[src/rtl/piso_serializer_if.sv]
// Load port and serial output bundle for piso_serializer.
// Valid/ready: a word moves on a rising edge where load_valid && load_ready; load_ready never depends on load_valid.
interface piso_serializer_if #(
  parameter int WIDTH = 4
);
  logic             load_valid;
  logic [WIDTH-1:0] load_data;
  logic             load_ready;
  logic             ser_out;
  logic             ser_valid;
  logic             ser_last;
  logic             busy;

  modport master (
    output load_valid, load_data,
    input  load_ready, ser_out, ser_valid, ser_last, busy
  );

  modport slave (
    input  load_valid, load_data,
    output load_ready, ser_out, ser_valid, ser_last, busy
  );
endinterface

[src/rtl/piso_serializer.sv]
// Parallel-in serial-out serializer, LSB first, with a one-word holding buffer
// so consecutive words stream with no idle bit between them.
module piso_serializer #(
  parameter int WIDTH = 4
) (
  input  logic              clk,
  input  logic              rst_n,
  piso_serializer_if.slave  bus,
  output logic              state_dbg
);

  localparam int CW = $clog2(WIDTH);
  localparam logic [CW-1:0] LAST_BIT = CW'(WIDTH - 1);

  localparam logic [0:0] IDLE  = 1'b0;
  localparam logic [0:0] SHIFT = 1'b1;

  logic [0:0]       state;
  logic [WIDTH-1:0] hold_reg;
  logic             hold_full;
  logic [WIDTH-1:0] sh_reg;
  logic [CW-1:0]    bit_cnt;

  logic at_last;
  logic shifter_free;
  logic accept;
  logic transfer;

  assign at_last      = (bit_cnt == LAST_BIT);
  assign shifter_free = (state == IDLE) || ((state == SHIFT) && at_last);
  assign accept       = bus.load_valid && !hold_full;
  // accept and transfer are mutually exclusive: accept needs an empty buffer
  assign transfer     = shifter_free && hold_full;

  always_ff @(posedge clk or negedge rst_n) begin
    if (!rst_n) begin
      state     <= IDLE;
      hold_reg  <= '0;
      hold_full <= 1'b0;
      sh_reg    <= '0;
      bit_cnt   <= '0;
    end else begin
      if (accept) begin
        hold_reg  <= bus.load_data;
        hold_full <= 1'b1;
      end
      if (transfer) begin
        sh_reg    <= hold_reg;
        bit_cnt   <= '0;
        state     <= SHIFT;
        hold_full <= 1'b0;
      end else if (state == SHIFT) begin
        if (!at_last) begin
          sh_reg  <= {1'b0, sh_reg[WIDTH-1:1]};
          bit_cnt <= bit_cnt + 1'b1;
        end else begin
          state  <= IDLE;
          sh_reg <= '0;
        end
      end
    end
  end

  assign bus.load_ready = !hold_full;
  assign bus.ser_valid  = (state == SHIFT);
  assign bus.ser_out    = sh_reg[0] && bus.ser_valid;
  assign bus.ser_last   = bus.ser_valid && at_last;
  assign bus.busy       = bus.ser_valid || hold_full;
  assign state_dbg      = state[0];

endmodule

[src/flat_wrapper.sv]
// flat-port wrapper written by rule: the top's interface ports become plain ports
module piso_serializer_flat 
#(
  parameter int WIDTH = 4
)
  (clk, rst_n, state_dbg, bus_load_valid, bus_load_data, bus_load_ready, bus_ser_out, bus_ser_valid, bus_ser_last, bus_busy);
  piso_serializer_if #(.WIDTH(WIDTH)) bus_i ();
  input  logic clk;
  input  logic rst_n;
  output logic state_dbg;
  input wire logic [$bits(bus_i.load_valid)-1:0] bus_load_valid;
  input wire logic [$bits(bus_i.load_data)-1:0] bus_load_data;
  output wire logic [$bits(bus_i.load_ready)-1:0] bus_load_ready;
  output wire logic [$bits(bus_i.ser_out)-1:0] bus_ser_out;
  output wire logic [$bits(bus_i.ser_valid)-1:0] bus_ser_valid;
  output wire logic [$bits(bus_i.ser_last)-1:0] bus_ser_last;
  output wire logic [$bits(bus_i.busy)-1:0] bus_busy;
  assign bus_i.load_valid = bus_load_valid;
  assign bus_i.load_data = bus_load_data;
  assign bus_load_ready = bus_i.load_ready;
  assign bus_ser_out = bus_i.ser_out;
  assign bus_ser_valid = bus_i.ser_valid;
  assign bus_ser_last = bus_i.ser_last;
  assign bus_busy = bus_i.busy;
  piso_serializer #(.WIDTH(WIDTH)) u_core (.clk(clk), .rst_n(rst_n), .bus(bus_i), .state_dbg(state_dbg));
endmodule
[config.mk]
export PLATFORM = sky130hd
export DESIGN_NAME = piso_serializer_flat
export DESIGN_NICKNAME = d
export VERILOG_FILES = /design/src/rtl/piso_serializer_if.sv /design/src/rtl/piso_serializer.sv /design/src/flat_wrapper.sv
export SDC_FILE = /design/constraint.sdc
export NUM_CORES = 1
export LEC_CHECK = 0
export ABC_AREA = 1
export CORE_AREA = 2 2 39 41
export DETAILED_ROUTE_END_ITERATION = 7
export DIE_AREA = 0 0 41 43
export PLACE_DENSITY = 0.7
export SLEW_MARGIN = 20
export SYNTH_ARGS = -nofsm -noshare
export SYNTH_HDL_FRONTEND = slang
export SYNTH_SLANG_ARGS = --single-unit
export TNS_END_PERCENT = 100
[constraint.sdc]
create_clock -name clk -period 3.48 [get_ports clk]
set_input_delay 0.696 -clock clk [delete_from_list [all_inputs] [get_ports clk]]
set_output_delay 0.696 -clock clk [all_outputs]
set_load 0.02 [all_outputs]
==> impl_metrics.ini <==
[sta]
timing.fmax_mhz = 443
timing.final.setup_violations = 0
min_period_ps = 2260
final-hold-violation-count = 0
finalMaxSlewViolations = 0
totalNegativeSetupSlack_ps = 0
max-slew-margin-rel = 0.650
final.setup_skew_ps = 2.16
rsz0062_at_grt = false
period_share = 0.649
max_slew.worst_pin.slew_ps = 524

[synth]
synth_largest_type_area_fraction = 0.557
combinational_family_with_the_most_area_after_synthesis = simple AND/OR/NAND/NOR gates
synth_sequential_area_ratio = 0.557
mapped_nets = 73
yosys_warnings = 0
synth_cell_types = 13
synth_compound_area_frac = 0.0371
synth.cell_area_um2 = 539
netlist.top_cell.by_area = sky130_fd_sc_hd__dfrtp_1
synth.ff_latch_count = 12
syn-mean-instance-area_um2 = 8.30
synth-simple-area-share = 0.306
synth_fa_ha_area_frac = 0.0232
synth_xor_xnor_area_share = 0
synthesis.instances = 65
synthTopCellsByArea = sky130_fd_sc_hd__dfrtp_1 56%, sky130_fd_sc_hd__nand2_1 17%, sky130_fd_sc_hd__nand3_1 7.4%
yosys-mux-area-fraction = 0

[pwr]
sw_frac_of_total = 0.393
power.net_switching_uw = 239
int_pwr_uw = 369
power.density_mw_per_mm2 = 858
total_power_uw = 608
irDropWorstVdd_uv = 337
power.combinational.fraction = 0.423
p_seq_frac = 0.395
clock_power_share = 0.183
power.leakage_nw = 0.376

[cts]
cts_buffers = 3
cts_root_buf = sky130_fd_sc_hd__clkbuf_4
post_cts_buffers = 0
tritoncts_num_sinks = 12
quantity_of_gates_resized_following_cts = 0
worst_setup_hold_path_clk_slew_ps = 80
max-clock-path-buffers = 2
cts_hold_buffers = 0
clock_tree.htree_level_count = 1
later_pin_clock_latency_in_the_skew_report_ps = 270
tritoncts = yes

[detailed_routing]
drt_drc_violations_left = 0
route.final.wire_length_um = 920
route.antenna.remaining_nets = 0
firstDrtPassIters = 4
via_count = 439
routed_via_density = 4.57
drt_first_iter_violations = 5
drt-wirelength-per-cell_um = 9.58

[grt]
largest_net_degree_at_the_start_of_global_routing = 13
grt_first_pass_wirelength_um = 1530
groute.usage.overall = 0.138
grt_overflow_total = 0
number_of_global_route_vias_before_repair = 382
antenna_found_initial = 0

[worst_setup_path]
timing.critical_path.to_type = output port
r2r_end = u_core.sh_reg[1]
worstSetupStartpointType = flip-flop
timing.reg2reg.setup_slack_ps = 2220
cp_data_required_time_ps = 2780
path_cells = nor2_2, inv_1, clkdlybuf4s50_1
max_stage_delay_cell_worst_path = sky130_fd_sc_hd__clkdlybuf4s50_1
crit_type = flip-flop to output port
r2r-start = u_core.bit_cnt[0]
critPathArrivalTime_ps = 1560
path_max_fanout = 5
r2r_cells = 7
cpPeakStageDelay_ps = 540

[floorplanning]
die_width_um = 41
initial_cell_density_of_the_core = 0.390
dieArea_mm2 = 0.00176
core_area_mm2 = 0.00138
die_height_um = 43
io_pins = 13
num_rows = 14

[flow_run]
cap_viol_max_count = 0

[final_layout]
final.fill_count = 137
final_layout_size_suffix_gt1_frac = 0.100
final_nets = 89
insertedDiodeCount = 0
area.growth.synth_to_final_pct = 31.3
most_common_cell_after_layout_fill_and_taps_aside = sky130_fd_sc_hd__nand2_1
mostFrequentLayoutCells = 24 x sky130_fd_sc_hd__nand2_1, 12 x sky130_fd_sc_hd__clkdlybuf4s50_1, 12 x sky130_fd_sc_hd__dfrtp_1, 8 x sky130_fd_sc_hd__inv_1, 8 x sky130_fd_sc_hd__nand3_1

[place]
dpl.hpwl_um = 711
routabilityCongestion = 0.782
numPortBuffers = 12

[status]
outcome = finished, final reports clean

[worst_hold_path]
cell_depth_of_the_worst_hold_path = 2
hold_path_origin = u_core.hold_reg[3]
hold_path.class = flip-flop to flip-flop
timing.hold.worst_endpoint = u_core.hold_reg[3]
-- cells in the mapped netlist --
master                    instances
sky130_fd_sc_hd__nor2_1           3
sky130_fd_sc_hd__buf_4            1
sky130_fd_sc_hd__nand2_2          1
sky130_fd_sc_hd__inv_1            8
sky130_fd_sc_hd__nand3_1          8
sky130_fd_sc_hd__o21ai_0          1
sky130_fd_sc_hd__nor2_2           1
sky130_fd_sc_hd__nand2_4          1
sky130_fd_sc_hd__nand2_1         24
sky130_fd_sc_hd__inv_2            1
sky130_fd_sc_hd__ha_1             1
sky130_fd_sc_hd__a21oi_1          3
sky130_fd_sc_hd__dfrtp_1         12
-- layout make-up --
cell class              count  area, um^2  area share
flip-flops and latches     12         300       0.424
well taps                  16        20.0      0.0283
repair buffers             12         120       0.170
multi-input cells          43         198       0.279
inverters                   9        33.8      0.0477
clock buffers               4        36.3      0.0512
-- worst max path at each step --
stage	from	endpoint	slack, ps	cells after the start
after floorplan	u_core.bus.ser_valid	bus_busy	1970	2
after global placement	u_core.hold_full	bus_busy	1550	3
after detailed placement	u_core.hold_full	bus_busy	1520	3
after CTS	u_core.hold_full	bus_busy	1220	3
after global routing	u_core.bit_cnt[0]	bus_ser_last	1150	4
final	u_core.hold_full	bus_busy	1220	3
-- worst max-delay path, delay by kind of cell, from the launching register on --
family | cells | cell delay (ps)
AND/OR/NAND/NOR | 1 | 210
flip-flops | 1 | 440
buffers and inverters | 2 | 640
-- logic make-up after synthesis --
| logic type | after synthesis |
|---|---|
| adders and majority gates | 1 |
| and+or+nand+nor | 38 |
| AOI/OAI and AO/OA | 4 |
| DFF | 12 |
| buffers and inverters | 10 |
-- per-stage QoR --
step	cell area, um^2	setup WS [ps]	cells	util	hold slack [ps]
floorplan	539	1970	65	-	400
global placement	672	1550	92	0.486	457
detailed placement	672	1520	92	0.486	466
CTS	708	1220	96	0.512	485
global route	708	1150	96	0.512	518
finish	708	1220	96	0.512	479
-- per-layer routing --
layer	wire, um	part of all wire	track usage
met5	0	0	0
met4	36	0.039	0.120
met1	419	0.46	0.169
met2	405	0.44	0.191
met3	58	0.063	0.0314
-- power by group through the flow --
| stage | Sequential (mW) | Combinational, mW | Clock, mW |
|---|---|---|---|
| 6_report | 0.240 | 0.257 | 0.111 |
| 5_1_grt | 0.246 | 0.289 | 0.121 |
| 4_1_cts | 0.240 | 0.260 | 0.113 |
| 3_5_place_dp | 0.243 | 0.259 | 0 |
| 3_3_place_gp | 0.240 | 0.256 | 0 |
| 2_1_floorplan | 0.238 | 0.175 | 0 |
Power figures use the tool's default switching activity.
